### src/rtl/rr_mux_arbiter_pkg.sv
// Shared constants, state encoding and index helper for the round-robin
// 4:1 mux arbiter.
package rr_mux_arbiter_pkg;

   localparam int NUM_REQ = 4;
   localparam int SEL_W   = 2;
   localparam int HOLD_W  = 8;

   typedef enum logic [1:0] {
      ST_IDLE = 2'b00,
      ST_BUSY = 2'b01
   } state_t;

   // Index 'step' positions after 'base', wrapping modulo NUM_REQ.
   function automatic logic [SEL_W-1:0] rotate_idx(input logic [SEL_W-1:0] base,
                                                   input int step);
      return base + SEL_W'(step);
   endfunction

endpackage

### src/rtl/rr_mux_arbiter_if.sv
// Requester data/request bundle and registered grant/data outputs of the
// round-robin mux arbiter.
interface rr_mux_arbiter_if #(
   parameter int DATA_W = 4
);
   import rr_mux_arbiter_pkg::*;

   logic [DATA_W-1:0]  a_in;
   logic [DATA_W-1:0]  b_in;
   logic [DATA_W-1:0]  c_in;
   logic [DATA_W-1:0]  d_in;
   logic [NUM_REQ-1:0] req_in;
   logic [NUM_REQ-1:0] grant;
   logic [SEL_W-1:0]   sel;
   logic [DATA_W-1:0]  out;
   logic               out_valid;

   modport master (
      output a_in, b_in, c_in, d_in, req_in,
      input  grant, sel, out, out_valid
   );

   modport slave (
      input  a_in, b_in, c_in, d_in, req_in,
      output grant, sel, out, out_valid
   );

endinterface

### src/rtl/rr_mux_arbiter_pick.sv
// Combinational rotating priority encoder: first set request bit found when
// searching from ptr upward, wrapping around.
module rr_priority_pick
   import rr_mux_arbiter_pkg::*;
(
   input  logic [NUM_REQ-1:0] req,
   input  logic [SEL_W-1:0]   ptr,
   output logic               found,
   output logic [SEL_W-1:0]   idx,
   output logic [NUM_REQ-1:0] onehot
);

   logic [SEL_W-1:0] cand_s;

   // Walk the requests in rotated order, keeping the first hit.
   always_comb begin
      found  = 1'b0;
      idx    = ptr;
      cand_s = ptr;
      for (int i = 0; i < NUM_REQ; i++) begin
         cand_s = rotate_idx(ptr, i);
         if (!found && req[cand_s]) begin
            found = 1'b1;
            idx   = cand_s;
         end else begin
            found = found;
            idx   = idx;
         end
      end
   end

   // Decode the winning index to a one-hot grant vector.
   always_comb begin
      if (found) begin
         onehot = {{(NUM_REQ-1){1'b0}}, 1'b1} << idx;
      end else begin
         onehot = {NUM_REQ{1'b0}};
      end
   end

endmodule

### src/rtl/rr_mux_arbiter.sv
// Round-robin arbiter for a shared 4:1 data mux with capped grant tenure;
// grant, select and selected data are all registered.
module rr_mux_arbiter
   import rr_mux_arbiter_pkg::*;
#(
   parameter int DATA_W   = 4,
   parameter int MAX_HOLD = 8
) (
   input  logic             clk,
   input  logic             rst_n,
   rr_mux_arbiter_if.slave  bus
);

   localparam logic [HOLD_W-1:0] HOLD_LIMIT = HOLD_W'(MAX_HOLD);

   state_t              state_r, state_n_s;
   logic [SEL_W-1:0]    ptr_r, ptr_n_s;
   logic [SEL_W-1:0]    sel_r, sel_n_s;
   logic [NUM_REQ-1:0]  grant_r, grant_n_s;
   logic [HOLD_W-1:0]   hold_cnt_r, hold_cnt_n_s;
   logic [DATA_W-1:0]   out_r, out_n_s, mux_s;
   logic                valid_r, valid_n_s;
   logic                keep_s;
   logic [SEL_W-1:0]    pick_ptr_s;
   logic                found_s;
   logic [SEL_W-1:0]    pick_idx_s;
   logic [NUM_REQ-1:0]  pick_onehot_s;

   // Holder keeps the path while it still requests and has tenure left;
   // on release the search starts just past the holder so handover is bubble-free.
   always_comb begin
      if (state_r == ST_BUSY) begin
         keep_s     = bus.req_in[sel_r] && (hold_cnt_r < HOLD_LIMIT);
         pick_ptr_s = sel_r + 2'd1;
      end else begin
         keep_s     = 1'b0;
         pick_ptr_s = ptr_r;
      end
   end

   rr_priority_pick u_pick (
      .req    (bus.req_in),
      .ptr    (pick_ptr_s),
      .found  (found_s),
      .idx    (pick_idx_s),
      .onehot (pick_onehot_s)
   );

   // Next-state, grant, pointer and tenure counter.
   always_comb begin
      state_n_s    = state_r;
      ptr_n_s      = ptr_r;
      sel_n_s      = sel_r;
      grant_n_s    = grant_r;
      hold_cnt_n_s = hold_cnt_r;
      valid_n_s    = valid_r;
      case (state_r)
         ST_IDLE: begin
            if (found_s) begin
               state_n_s    = ST_BUSY;
               grant_n_s    = pick_onehot_s;
               sel_n_s      = pick_idx_s;
               hold_cnt_n_s = 8'd1;
               valid_n_s    = 1'b1;
            end else begin
               grant_n_s    = 4'b0000;
               hold_cnt_n_s = 8'd0;
               valid_n_s    = 1'b0;
            end
         end
         ST_BUSY: begin
            if (keep_s) begin
               hold_cnt_n_s = hold_cnt_r + 8'd1;
            end else begin
               ptr_n_s = sel_r + 2'd1;
               if (found_s) begin
                  grant_n_s    = pick_onehot_s;
                  sel_n_s      = pick_idx_s;
                  hold_cnt_n_s = 8'd1;
                  valid_n_s    = 1'b1;
               end else begin
                  state_n_s    = ST_IDLE;
                  grant_n_s    = 4'b0000;
                  hold_cnt_n_s = 8'd0;
                  valid_n_s    = 1'b0;
               end
            end
         end
         default: begin
            state_n_s    = ST_IDLE;
            grant_n_s    = 4'b0000;
            hold_cnt_n_s = 8'd0;
            valid_n_s    = 1'b0;
         end
      endcase
   end

   // Data mux steered by the next select; out freezes when nobody is granted.
   always_comb begin
      mux_s = sel_n_s[1] ? (sel_n_s[0] ? bus.d_in : bus.c_in)
                         : (sel_n_s[0] ? bus.b_in : bus.a_in);
      if (valid_n_s) begin
         out_n_s = mux_s;
      end else begin
         out_n_s = out_r;
      end
   end

   // State and output registers.
   always_ff @(posedge clk or negedge rst_n) begin
      if (!rst_n) begin
         state_r    <= ST_IDLE;
         ptr_r      <= 2'd0;
         sel_r      <= 2'd0;
         grant_r    <= 4'b0000;
         hold_cnt_r <= 8'd0;
         out_r      <= {DATA_W{1'b0}};
         valid_r    <= 1'b0;
      end else begin
         state_r    <= state_n_s;
         ptr_r      <= ptr_n_s;
         sel_r      <= sel_n_s;
         grant_r    <= grant_n_s;
         hold_cnt_r <= hold_cnt_n_s;
         out_r      <= out_n_s;
         valid_r    <= valid_n_s;
      end
   end

   assign bus.grant     = grant_r;
   assign bus.sel       = sel_r;
   assign bus.out       = out_r;
   assign bus.out_valid = valid_r;

endmodule

### src/flat_wrapper.sv
// flat-port wrapper written by rule: the top's interface ports become plain ports
module rr_mux_arbiter_flat import rr_mux_arbiter_pkg::*;
#(
   parameter int DATA_W   = 4,
   parameter int MAX_HOLD = 8
)
  (clk, rst_n, bus_a_in, bus_b_in, bus_c_in, bus_d_in, bus_req_in, bus_grant, bus_sel, bus_out, bus_out_valid);
  rr_mux_arbiter_if #(.DATA_W(DATA_W)) bus_i ();
  input  logic clk;
  input  logic rst_n;
  input wire logic [$bits(bus_i.a_in)-1:0] bus_a_in;
  input wire logic [$bits(bus_i.b_in)-1:0] bus_b_in;
  input wire logic [$bits(bus_i.c_in)-1:0] bus_c_in;
  input wire logic [$bits(bus_i.d_in)-1:0] bus_d_in;
  input wire logic [$bits(bus_i.req_in)-1:0] bus_req_in;
  output wire logic [$bits(bus_i.grant)-1:0] bus_grant;
  output wire logic [$bits(bus_i.sel)-1:0] bus_sel;
  output wire logic [$bits(bus_i.out)-1:0] bus_out;
  output wire logic [$bits(bus_i.out_valid)-1:0] bus_out_valid;
  assign bus_i.a_in = bus_a_in;
  assign bus_i.b_in = bus_b_in;
  assign bus_i.c_in = bus_c_in;
  assign bus_i.d_in = bus_d_in;
  assign bus_i.req_in = bus_req_in;
  assign bus_grant = bus_i.grant;
  assign bus_sel = bus_i.sel;
  assign bus_out = bus_i.out;
  assign bus_out_valid = bus_i.out_valid;
  rr_mux_arbiter #(.DATA_W(DATA_W), .MAX_HOLD(MAX_HOLD)) u_core (.clk(clk), .rst_n(rst_n), .bus(bus_i));
endmodule
### config.mk
export PLATFORM = sky130hd
export DESIGN_NAME = rr_mux_arbiter_flat
export DESIGN_NICKNAME = d
export VERILOG_FILES = /design/src/rtl/rr_mux_arbiter_pkg.sv /design/src/rtl/rr_mux_arbiter_if.sv /design/src/rtl/rr_mux_arbiter_pick.sv /design/src/rtl/rr_mux_arbiter.sv /design/src/flat_wrapper.sv
export SDC_FILE = /design/constraint.sdc
export NUM_CORES = 1
export LEC_CHECK = 0
export CAP_MARGIN = 20
export CORE_UTILIZATION = 49
export DETAILED_ROUTE_END_ITERATION = 16
export PLACE_DENSITY = 0.79
export SYNTH_ARGS = -nofsm -noshare
export SYNTH_HDL_FRONTEND = slang
export SYNTH_HIERARCHICAL = 1
export SYNTH_SLANG_ARGS = --single-unit
### constraint.sdc
create_clock -name clk -period 2.8 [get_ports clk]
set_input_delay 0.7 -clock clk [delete_from_list [all_inputs] [get_ports clk]]
set_output_delay 0.7 -clock clk [all_outputs]
set_load 0.05 [all_outputs]
* After elaboration in Yosys (flattened, before gate mapping)
Cells that the tools add are included.
** Word-level totals
- Register bits after elaboration :: 23
- Input port bits :: 22
- Output and inout bits :: 11
** Cells by class
- Add/sub/neg operators :: 5
- $lt $le $gt $ge :: 6
- Eq/ne operators :: 4
- Shift-type cells :: 1
- Mux-type cells :: 38
- Bitwise operators :: 1
- Reductions and logical operators :: 10
** Operator list (count)
- two-way mux 4 bit :: 5
- two-way mux 2 bit :: 9
- one-hot mux 8 bit (2 select lines) :: 1
- < comparator 2 x 3 -> 1 bit, second input constant :: 5
- two-way mux 1 bit :: 13
- binary-select mux 1 bit (select 2 bit) :: 5
- adder 8 x 1 -> 8 bit, second input constant :: 1
- < comparator 8 x 4 -> 1 bit, second input constant :: 1
- two-way mux 8 bit :: 1
- one-hot mux 2 bit (2 select lines) :: 2
- one-hot mux 4 bit (2 select lines) :: 1
- adder 2 x 1 -> 2 bit, second input constant :: 2
- adder 2 bit, second input constant :: 2
- logical AND 1 bit :: 4
- != test 2 bit, second input constant :: 2
- left shift 1 x 2 -> 4 bit, first input constant :: 1
- zero test 1 bit :: 3
- AND reduction 3 bit :: 1
- equality test 2 x 1 -> 1 bit, second input constant :: 1
- zero test 2 bit :: 1
- != test 2 x 1 -> 1 bit, second input constant :: 1
- one-hot mux 1 bit (2 select lines) :: 1
- AND reduction 2 bit :: 1
- NOT 1 bit :: 1

* Depth between registers and ports, before layout
Gate-level depths: netlist (run 1).
- Word-level depth :: 19
- Depth in mapped cells :: 12
- Gate-level depth less buffers :: 10

* Modules after synthesis
The synthesis (run 1) kept the hierarchy.
** Modules (own cells, without submodules)
- rr_mux_arbiter :: instances 1, cells each 99, area an instance 1098.6 sq um, sequential area each 550.5 sq um
- rr_priority_pick :: instances 1, cells each 37, area an instance 249.0 sq um, sequential area each 0.0 sq um

* Worst setup path before layout (run 1)
No wires, ideal clock.
- Kind :: register to register
- Start :: register u_core.sel_r[0], in the netlist u_core/bus.sel[0]
- End :: register u_core.out_r[0], in the netlist u_core/bus.out[0]
- Setup time :: 0.147 ns
- Arrival :: 2.600 ns
- Slack :: 0.053 ns
- Stages on the path, launching flop included :: 12
- Path buffers :: 2
- Period minus slack after synthesis :: 2.747 ns
- Path through :: dfrtp_1 -> buf_6 -> xnor2_1 -> a21oi_1 -> buf_4 -> a2111o_1 -> nand2_1 -> mux2_2 -> o21ai_1 -> nand3_1 -> a211oi_1 -> o31ai_1
** RTL lines
- start, declared :: RTL line rr_mux_arbiter.sv:18 : logic [SEL_W-1:0] sel_r, sel_n_s;
- start signal, assigned :: RTL line rr_mux_arbiter.sv:122 : sel_r <= sel_n_s;
- adder 2 x 1 -> 2 bit (*) :: RTL line rr_mux_arbiter.sv:34 : pick_ptr_s = sel_r + 2'd1;
- two-way mux 2 bit (*) :: RTL line rr_mux_arbiter.sv:32 : if (state_r == ST_BUSY) begin
- net u_core.pick_ptr_s[1] :: RTL line rr_mux_arbiter.sv:24 : logic [SEL_W-1:0] pick_ptr_s;
- parallel branches: the longest is 11 deep, another holds adder 2 x 1 -> 2 bit
- two-way mux 2 bit (*) :: RTL line rr_mux_arbiter_pick.sv:22 : if (!found && req[cand_s]) begin
- net u_core.pick_idx_s[1] :: RTL line rr_mux_arbiter.sv:26 : logic [SEL_W-1:0] pick_idx_s;
- two-way mux 2 bit (*) :: RTL line rr_mux_arbiter.sv:59, rr_mux_arbiter.sv:76
- two-way mux 2 bit :: RTL line rr_mux_arbiter.sv:72 : if (keep_s) begin
- one-hot mux 2 bit (2 select lines) (*) :: RTL line rr_mux_arbiter.sv:57 : case (state_r)
- net u_core.sel_n_s[1] :: RTL line rr_mux_arbiter.sv:18
- two-way mux 4 bit (*) :: RTL line rr_mux_arbiter.sv:100 : mux_s = sel_n_s[1] ? (sel_n_s[0] ? bus.d_in : bus.c_in)
- end signal, assigned :: RTL line rr_mux_arbiter.sv:117 : out_r <= {DATA_W{1'b0}};
- end signal, assigned :: RTL line rr_mux_arbiter.sv:125 : out_r <= out_n_s;
- end, declared :: RTL line rr_mux_arbiter.sv:21 : logic [DATA_W-1:0] out_r, out_n_s, mux_s;
Mark *: on every way through the listed nets, which the timed path passes. The select of a mux whose other input is x is not followed.
A chain may end at the register's enable or synchronous reset.

* Worst setup path in the final report (run 1)
- Start :: input bus_req_in[3]
- End :: register u_core.out_r[2], in the netlist u_core/bus.out[2]
** Between the ends
- Cells in the longest elaborated chain, start to end :: 17
** Ends and longest elaborated chain
- start, declared :: RTL line flat_wrapper.sv:15 : input wire logic [$bits(bus_i.req_in)-1:0] bus_req_in;
- binary-select mux 1 bit (select 2 bit) :: RTL line rr_mux_arbiter_pick.sv:22
- two-way mux 1 bit (implied by the code) :: RTL line rr_mux_arbiter_pick.sv:22
- two-way mux 1 bit :: RTL line rr_mux_arbiter_pick.sv:22
- zero test 1 bit :: RTL line rr_mux_arbiter_pick.sv:22
- logical AND 1 bit :: RTL line rr_mux_arbiter_pick.sv:22
- two-way mux 1 bit :: RTL line rr_mux_arbiter_pick.sv:22
- zero test 1 bit :: RTL line rr_mux_arbiter_pick.sv:22
- logical AND 1 bit :: RTL line rr_mux_arbiter_pick.sv:22
- [... 2 more ...]
- logical AND 1 bit :: RTL line rr_mux_arbiter_pick.sv:22
- two-way mux 2 bit / two-way mux 1 bit (equally long branches) :: RTL line rr_mux_arbiter_pick.sv:22
- two-way mux 2 bit :: RTL line rr_mux_arbiter.sv:59, rr_mux_arbiter.sv:76
- two-way mux 2 bit :: RTL line rr_mux_arbiter.sv:72
- one-hot mux 2 bit (2 select lines) (*) :: RTL line rr_mux_arbiter.sv:57
- net u_core.sel_n_s[0] :: RTL line rr_mux_arbiter.sv:18
- two-way mux 4 bit, on equally long branches :: RTL line rr_mux_arbiter.sv:101, rr_mux_arbiter.sv:100
- two-way mux 4 bit (*) :: RTL line rr_mux_arbiter.sv:100
Mark *: on every way through the listed nets, which the timed path passes. The rest lies on a longest branch. The select of a mux whose other input is x is not followed.

==> results.cfg, run 1 <==
[status]
outcome = complete, no violations

[setup_path]
reg2reg_slack_ns = 0.29
critPathArrivalTime_ns = 2.90
crit_chain = clkdlybuf4s50_1 -> buf_4 -> mux4_2 -> a31oi_4 -> mux2i_2 -> clkinv_2 -> a211oi_1 -> o31ai_1
max_stage_delay_ns = 0.53
path_max_fanout = 10
r2r-start = u_core/bus.sel[0]
regToRegEndpoint = u_core/bus.out[2]
end_kind = register
cp_top_family = buffers and inverters
crit_path_start = bus_req_in[3]
crit_buf_inv = 3
r2r.worst_path.cells = 11
worstSetupStartpointType = input pin
path_class = input pin to register
cpMaxStageDelayCell = mux4_2
worst_ep_required_time_ns = 2.99
cp-endpoint = u_core/bus.out[2]
crit_cells = 8

[sta]
fmax_ghz = 0.370
timing.hold.ws_ns = 0.512
setup_ws_ns = 0.0945
finalSetupTns_ns = 0
setup_viol = 0
hold_violations = 0
min_period_ns = 2.71
maxSlewViolCount = 0
tightest_slew_ns = 0.523
skew_ns = 0.00188
relSlewSlack_pct = 65.0
timing.final.crit_share_pct = 96.6
rsz0062_at_grt = no

[place]
hpwl_um = 2620
routabilityCongestion = 0.850
port_buffers = 32
pre_cts_ws_ns = -0.188
place_inst = 214
dpl_cell_area_sq_um = 1820

[synthesis]
synth.most_common_cell = dfrtp_1
syn_inst = 136
ys.flop_type = dfrtp_1
synthArstFlopShare_pct = 100
avgSynthCellArea_sq_um = 9.91
yosys_warnings = 6
yosysUniqueCellTypes = 43
ys_ff_latch = 22
syn-cell-area_sq_um = 1350
ys_seq_area_share_pct = 40.9
synthTopCellsByArea = dfrtp_1 (41%), and4_1 (5.2%), a211oi_1 (4.5%), nor2_1 (3.3%), mux2i_1 (3.0%)
synth_top_area_share_pct = 40.9
synth_top_cell_by_area = dfrtp_1
synth_commonest_cells = dfrtp_1 (22), nor2_1 (12), nand2_1 (9)
synth-edff-count = 0

[grt]
grt-ovfl-total = 0
grt_max_degree = 23
globalRouteTotalUtil_pct = 25.7
antenna_found_initial = 0
grt_pass1_vias = 1193
grt_first_pass_wirelength_um = 5240

[pwr]
switching_share_pct = 46.8
switchingPower_mw = 0.820
power_mw = 1.75
p_clk_share_pct = 7.8
power_frac_seq_pct = 26.6
p_int_mw = 0.933
ir_drop_mv = 0.733
combPwrFrac_pct = 65.6
power_leakage_nw = 0.808
power_density_nw_per_um2 = 948

[floorplan]
die_h_um = 54.4
initial_utilization_pct = 52.9
ios = 33
dieArea_sq_um = 2960
die_w_um = 54.4
coreArea_sq_um = 2540
row_count = 18

[clocking]
cts.sinks = 22
cts_hold_buf = 0
insertion_delay_ns = 0.30
tritoncts = built
cts_setup_buffers = 0
cts.reportedPaths.clkPinSlew_ns = 0.11
cts.path.max_buffers = 2
htree_num_levels = 1
cts.root.buffer_cell = clkbuf_4
cts_buffers = 3

[layout]
antenna_cells = 0
nNetsFinal = 212
drive_above_1_share_pct = 18.7
syn2layout_area_growth_pct = 37.2
stdcell_count = 217
final_util_pct = 72.7
stdcell_area_sq_um = 1850

[min_path]
min_path_type = register to register

[route]
num_vias = 1223
drtIter0Drc = 27
vias_per_cell = 5.64
wire_per_inst_um = 15.4
drtAntennaViolNets = 0
drcViolationCount = 0
routed_wirelength_um = 3350
drt_first_pass_iters = 4

[job]
max_cap_violations = 0
metal layers:
| metal | track usage, % | routed length (um) | up-vias | part of all wire (%) |
|---|---|---|---|---|
| li1 | - | - | 593 | - |
| met1 | 31.9 | 1470 | 592 | 44 |
| met2 | 43.5 | 1690 | 32 | 50 |
| met3 | 5.56 | 136 | 6 | 4.1 |
| met4 | 9.40 | 53 | 0 | 1.6 |
| met5 | 0 | 0 | - | 0 |
registers in the layout (all words and copies together) (netlist names):
signal	flops
u_core/bus.grant	4
u_core/bus.out_valid	1
u_core/hold_cnt_r	8
u_core/bus.sel	2
u_core/bus.out	4
u_core/state_r	1
u_core/ptr_r	2
timing repair:
action,in CTS,in global routing
hold endpoints to repair,0,0
resized for setup,0,1
setup endpoints to repair,0,1
layout make-up:
type | count | area (sq um)
Multi-Input combinational cell | 101 | 721
Tap cell | 30 | 37.5
Sequential cell | 22 | 551
Clock buffer | 3 | 22.5
Timing Repair Buffer | 52 | 483
Fill cell | 195 | 696
Inverter | 9 | 35.0
cell usage in the layout (no fill, tap or decap), types with 3 or more instances in the layout:
cell / count
o21ai_0: 7
a211oi_1: 7
conb_1: 4
clkbuf_4: 3
clkdlybuf4s50_1: 32
nand3_1: 7
and4_1: 8
mux2i_1: 4
o31ai_1: 4
nor2b_1: 6
dfrtp_1: 22
inv_1: 8
a21oi_1: 4
buf_4: 19
nor2_1: 12
nand2_1: 9
power by group through the flow:
stage                     Combinational (mW)  Sequential, mW  Clock, mW
after floorplan                        0.520           0.698          0
after global placement                  1.10           0.468          0
after detailed placement                1.13           0.470          0
after CTS                               1.14           0.467      0.146
after global routing                    1.22           0.478      0.161
final                                   1.15           0.466      0.137
kinds of logic (layout without fill, tap and decap cells):
family / after synthesis / count (layout) / synth area share [%]
XOR/XNOR: 3 / 3 / 1.95
multiplexers: 8 / 8 / 7.33
buffers and inverters: 16 / 64 / 6.87
adder cells (fa/ha/maj): 1 / 1 / 0.928
AO/OA/AOI/OAI: 38 / 38 / 21.1
AND/OR/NAND/NOR: 47 / 47 / 20.7
flip-flops: 22 / 22 / 40.9
other: 1 / 4 / 0.278
tightest hold or removal path, stage by stage, from the launching register on:
cell,delay (ns)
dfrtp_1,0.37
nand2_1,0.05
o31ai_1,0.06
worst min-delay path by stage:
stage,end,startpoint,cells past startpoint
after global placement,u_core/hold_cnt_r[0],u_core/hold_cnt_r[0],1
after CTS,u_core/bus.out[3],u_core/bus.out[3],2
after global routing,u_core/hold_cnt_r[0],u_core/hold_cnt_r[0],1
final,u_core/bus.out[2],u_core/bus.out[2],2
after floorplan,u_core/bus.grant[0],rst_n,0
after detailed placement,u_core/bus.out[2],u_core/bus.out[2],2
No activity file was read; power rests on OpenSTA's default activity.
==> run 2: changes to the inputs <==
--- a/config.mk
+++ b/config.mk
@@ -6,9 +6,11 @@
 export NUM_CORES = 1
 export LEC_CHECK = 0
 export CAP_MARGIN = 20
+export CORE_MARGIN = 4
 export CORE_UTILIZATION = 49
 export DETAILED_ROUTE_END_ITERATION = 16
 export PLACE_DENSITY = 0.79
+export SETUP_SLACK_MARGIN = 0.4
 export SYNTH_ARGS = -nofsm -noshare
 export SYNTH_HDL_FRONTEND = slang
 export SYNTH_HIERARCHICAL = 1
==> run 2 against run 1 <==
  * Worst setup slack better by 0.37 ns
  * Die area grew 23%
  * Global-route usage decreased by 3.4 points
  * Register-to-register slack gained 0.18 ns
  * Combinational power is 22% higher
  * Sequential cell count is the same
  * Core utilization increased by 8.3 points
  * Via count up 4.5%
  * Clock skew rose by 0.014 ns
==> results.cfg, run 2 (synthesis results as in run 1) <==
[job]
max_cap_violations = 0

[clocking]
cts.root.buffer_cell = clkbuf_4
htree_num_levels = 1
cts.sinks = 22
cts_buffers = 3
tritoncts = built
cts_hold_buf = 0
cts.path.max_buffers = 2
cts.reportedPaths.clkPinSlew_ns = 0.14
insertion_delay_ns = 0.31

[grt]
grt_first_pass_wirelength_um = 6140
grt_pass1_vias = 1368
grt_max_degree = 23
globalRouteTotalUtil_pct = 22.3
grt-ovfl-total = 0
antenna_found_initial = 0

[place]
port_buffers = 32
hpwl_um = 2590
pre_cts_ws_ns = -0.0541
routabilityCongestion = 0.959

[route]
num_vias = 1278
vias_per_cell = 5.68
routed_wirelength_um = 3700
wire_per_inst_um = 16.4
drtAntennaViolNets = 0
drtIter0Drc = 135
drt_first_pass_iters = 4
drcViolationCount = 0

[min_path]
min_path_type = register to register

[sta]
skew_ns = 0.0155
hold_violations = 0
rsz0062_at_grt = yes
relSlewSlack_pct = 63.1
maxSlewViolCount = 0
tightest_slew_ns = 0.539
min_period_ns = 2.33
setup_viol = 0
timing.final.crit_share_pct = 83.3
setup_ws_ns = 0.467
fmax_ghz = 0.429

[floorplan]
die_h_um = 60.4
coreArea_sq_um = 2540
dieArea_sq_um = 3650
die_w_um = 60.4
initial_utilization_pct = 52.9
ios = 33
row_count = 18

[pwr]
power_mw = 2.13
power_density_nw_per_um2 = 1040
power_leakage_nw = 0.891
p_int_mw = 1.17
switchingPower_mw = 0.966
power_frac_seq_pct = 23.1
ir_drop_mv = 0.924
p_clk_share_pct = 11.4
combPwrFrac_pct = 65.4
switching_share_pct = 45.2

[status]
outcome = complete, no violations

[setup_path]
crit_chain = mux2i_2 -> nor2b_1 -> a2111o_1 -> nand2_1 -> mux2_4 -> o21ai_2 -> and4_1 -> a211oi_2 -> o31ai_1
critPathArrivalTime_ns = 2.55
crit_buf_inv = 0
path_max_fanout = 7
worstSetupStartpointType = register
cpMaxStageDelayCell = dfrtp_2
end_kind = register
max_stage_delay_ns = 0.52
worst_ep_required_time_ns = 3.02
path_class = register to register
cp_top_family = compound AO/OA/AOI/OAI gates

[layout]
antenna_cells = 0
fillers = 168
layout_common_cells = clkdlybuf4s50_1 (26), buf_4 (23), dfrtp_1 (19)
syn2layout_area_growth_pct = 52.9
largest-register = u_core/hold_cnt_r
largest_reg_flops = 8
final_common_cell = clkdlybuf4s50_1
nNetsFinal = 219
drive_above_1_share_pct = 30.8
## run 2: cell types whose count changed in the layout (fill, tap and decap cells not counted), moves of 4 or more
cell and change:
a211oi_1 -7, a211oi_2 +7, buf_4 +4, clkdlybuf4s50_1 -6
dlygate4sd2_1 +4
## run 2: power groups by stage
stage | clock (mW) | combinational, mW | sequential (mW)
after detailed placement | 0 | 1.19 | 0.501
after floorplan | 0 | 0.660 | 0.706
after CTS | 0.250 | 1.28 | 0.499
after global placement | 0 | 1.16 | 0.497
final | 0.244 | 1.40 | 0.494
after global routing | 0.265 | 1.48 | 0.506
## run 2: final timing paths
kind | from | end | slack, ns | cells past startpoint
setup / recovery | u_core/bus.sel[0] | u_core/bus.out[2] | 0.47 | 9
hold / removal | u_core/bus.out[2] | u_core/bus.out[2] | 0.50 | 2
setup reg to reg | u_core/bus.sel[0] | u_core/bus.out[2] | 0.47 | 9
hold reg to reg | u_core/bus.out[2] | u_core/bus.out[2] | 0.50 | 2
max in group asynchronous | rst_n | u_core/state_r[0] | 1.83 | 2
min in group asynchronous | rst_n | u_core/bus.out[0] | 0.71 | 2
## run 2: per-stage QoR
| stage | cell area (sq um) | instances | utilization (%) | hold slack (ns) | TNS (ns) |
|---|---|---|---|---|---|
| after floorplan | 1450 | 139 | - | 0.404 | 0 |
| after global placement | 1880 | 212 | 74.0 | 0.470 | 0 |
| after detailed placement | 1880 | 212 | 74.0 | 0.481 | -0.143 |
| after CTS | 1990 | 220 | 78.1 | 0.507 | 0 |
| after global routing | 2060 | 225 | 81.0 | 0.519 | 0 |
| final | 2060 | 225 | 81.0 | 0.502 | 0 |
## run 2: area by class of cell
cell class	instances	area, sq um	area share [%]
Clock buffer	3	22.5	1.09
Clock inverter	1	30.0	1.46
Inverter	9	38.8	1.88
Multi-Input combinational cell	103	862	41.8
Sequential cell	22	554	26.9
Tap cell	30	37.5	1.82
Timing Repair Buffer	57	515	25.0
## run 2: worst reg2reg max path, delay by kind of cell (launching register included)
kind             cells  cell delay (ns)
multiplexers         2             0.47
AND/OR/NAND/NOR      3             0.45
flip-flops           1             0.52
AO/OA/AOI/OAI        4             0.78
## run 2: what timing repair did
action / CTS / global route
hold endpoints to repair: 0 / 0
cloned: 2 / 0
gates resized for setup: 9 / 8
pin swaps: 6 / 2
setup endpoints to repair: 5 / 6
setup buffers: 2 / 5
## run 2: routing by layer
| metal | routed length [um] | GRT usage [%] | part of all wire, % |
|---|---|---|---|
| met2 | 1910 | 37.8 | 51 |
| met5 | 0 | 0 | 0 |
| met1 | 1530 | 29.1 | 41 |
| met4 | 64 | 7.43 | 1.7 |
| met3 | 195 | 3.83 | 5.3 |
==> run 3: changes to the inputs <==
==> constraint.sdc (replaced) <==
create_clock -name clk -period 2.42 [get_ports clk]
set_input_delay 0.605 -clock clk [delete_from_list [all_inputs] [get_ports clk]]
set_output_delay 0.605 -clock clk [all_outputs]
set_load 0.05 [all_outputs]
==> run 3 against run 2 <==
  * Clock power is 20% higher
  * Critical path type unchanged
  * Final area is 2.5% higher
  * Critical endpoint is now u_core/bus.out[0]
  * Global-route usage is 1.4 points higher
  * Largest cell class unchanged
  * Total power is 19% higher
  * First-iteration DRC count is 34% lower
  * Via count is 7.4% higher
  * Routed wire length is 20% higher
==> results.cfg, run 3 (synthesis results as in run 1) <==
[status]
outcome = complete, no violations

[grt]
grt_first_pass_wirelength_um = 6230
grt_pass1_vias = 1348
grt_max_degree = 23
grt-ovfl-total = 0
globalRouteTotalUtil_pct = 23.7
antenna_found_initial = 0

[min_path]
holdPathEnd = u_core/bus.out[3]
hp-start = u_core/bus.out[3]
min_path_type = register to register
min_delay_path_depth = 2

[pwr]
power_density_nw_per_um2 = 1200
power_mw = 2.53
power_leakage_nw = 0.923
ir_drop_mv = 0.892

[sta]
hold_violations = 0
tightest_slew_ns = 0.573
min_period_ns = 2.28
rsz0062_at_grt = yes
maxSlewViolCount = 0
timing.final.crit_share_pct = 94.2
timing.hold.ws_ns = 0.499
fmax_ghz = 0.439
setup_viol = 0
skew_ns = 0.00407
relSlewSlack_pct = 60.7

[setup_path]
r2r.worst_path.cells = 9
r2r-start = u_core/state_r[0]
reg2reg_slack_ns = 0.14
end_kind = register
worstSetupStartpointType = register
path_class = register to register
worst_ep_required_time_ns = 2.64
regToRegEndpoint = u_core/bus.out[0]
critPathArrivalTime_ns = 2.50
path_max_fanout = 5

[layout]
antenna_cells = 0
final_common_cell = buf_4
layout_common_cells = buf_4 (25), dfrtp_1 (19), clkdlybuf4s50_1 (17)
largest-register = u_core/hold_cnt_r
drive_above_1_share_pct = 35.7
syn2layout_area_growth_pct = 56.7
nNetsFinal = 223
largest_reg_flops = 8

[route]
num_vias = 1372
wire_per_inst_um = 19.4
vias_per_cell = 5.99
drt_first_pass_iters = 4
routed_wirelength_um = 4450
drtAntennaViolNets = 0
drtIter0Drc = 89
drcViolationCount = 0

[floorplan]
die_h_um = 60.4
coreArea_sq_um = 2540
die_w_um = 60.4
dieArea_sq_um = 3650
row_count = 18
ios = 33
initial_utilization_pct = 52.9

[place]
hpwl_um = 2670
port_buffers = 32
routabilityCongestion = 0.837

[clocking]
tritoncts = built
cts_buffers = 3
cts.root.buffer_cell = clkbuf_4
insertion_delay_ns = 0.33
cts_hold_buf = 0
htree_num_levels = 1
cts.path.max_buffers = 2
cts.reportedPaths.clkPinSlew_ns = 0.13
cts.sinks = 22

[job]
max_cap_violations = 0
==> run 3: cell types whose count changed in the layout (fill, tap and decap cells not counted), moves of 2 or more <==
cell,change
nand2_1,-2
dlygate4sd2_1,+8
dlymetal6s2s_1,-2
nand2_2,+2
buf_4,+2
nor2b_1,-2
clkdlybuf4s50_1,-9
nor2b_2,+2
==> run 3: power breakdown <==
group | internal (mW) | total (mW) | switching [mW]
clock | 0.168 | 0.294 | 0.126
sequential | 0.474 | 0.570 | 0.0965
combinational | 0.684 | 1.67 | 0.985
total | 1.33 | 2.53 | 1.21
==> run 3: timing repair <==
action / CTS / global route
setup endpoints to repair: 20 / 7
gates resized for setup: 33 / 8
gates cloned: 1 / 2
pin swaps: 11 / 7
hold endpoints to repair: 0 / 0
buffers inserted: 4 / 1
==> run 3: cell type report <==
class | instances | area, sq um
inverters | 9 | 38.8
flip-flops and latches | 22 | 554
clock inverters | 1 | 30.0
fillers | 151 | 433
clock buffers | 3 | 22.5
well taps | 30 | 37.5
repair buffers | 60 | 532
multi-input cells | 104 | 897
==> run 3: per-layer routing <==
layer	GRT usage, %	share of wire, %
met5	0	0
met3	5.11	5.4
met2	41.4	52
met1	27.4	40
met4	12.1	3.1
==> run 3: critical path, cell delays in order (launching register included) <==
cell,delay [ns]
dfrtp_2,0.44
mux2i_4,0.33
nor2b_2,0.09
a2111o_1,0.41
nand2_2,0.09
mux2_4,0.19
o21ai_4,0.09
and4_1,0.23
a211oi_2,0.19
o31ai_1,0.10
==> run 3: worst max-delay path by stage <==
stage | from | endpoint | slack [ns] | depth (start not counted)
after CTS | u_core/bus.sel[0] | u_core/bus.out[1] | 0.20 | 10
final | u_core/state_r[0] | u_core/bus.out[0] | 0.14 | 9
after detailed placement | bus_req_in[3] | u_core/bus.out[1] | -0.36 | 10
after global routing | u_core/state_r[0] | u_core/bus.out[1] | 0.008 | 9
after global placement | bus_req_in[3] | u_core/bus.out[3] | -0.27 | 10
after floorplan | u_core/bus.sel[0] | u_core/bus.out[0] | 0.05 | 7
==> run 3: per-stage QoR <==
stage | utilization, % | setup WS [ns] | instance area (sq um) | setup TNS, ns | instances
floorplan | - | 0.0478 | 1450 | 0 | 139
global placement | 76.0 | -0.274 | 1930 | -1.14 | 217
detailed placement | 76.0 | -0.355 | 1930 | -1.55 | 217
CTS | 81.7 | 0.205 | 2080 | 0 | 226
global route | 83.0 | 0.00849 | 2110 | 0 | 229
finish | 83.0 | 0.141 | 2110 | 0 | 229
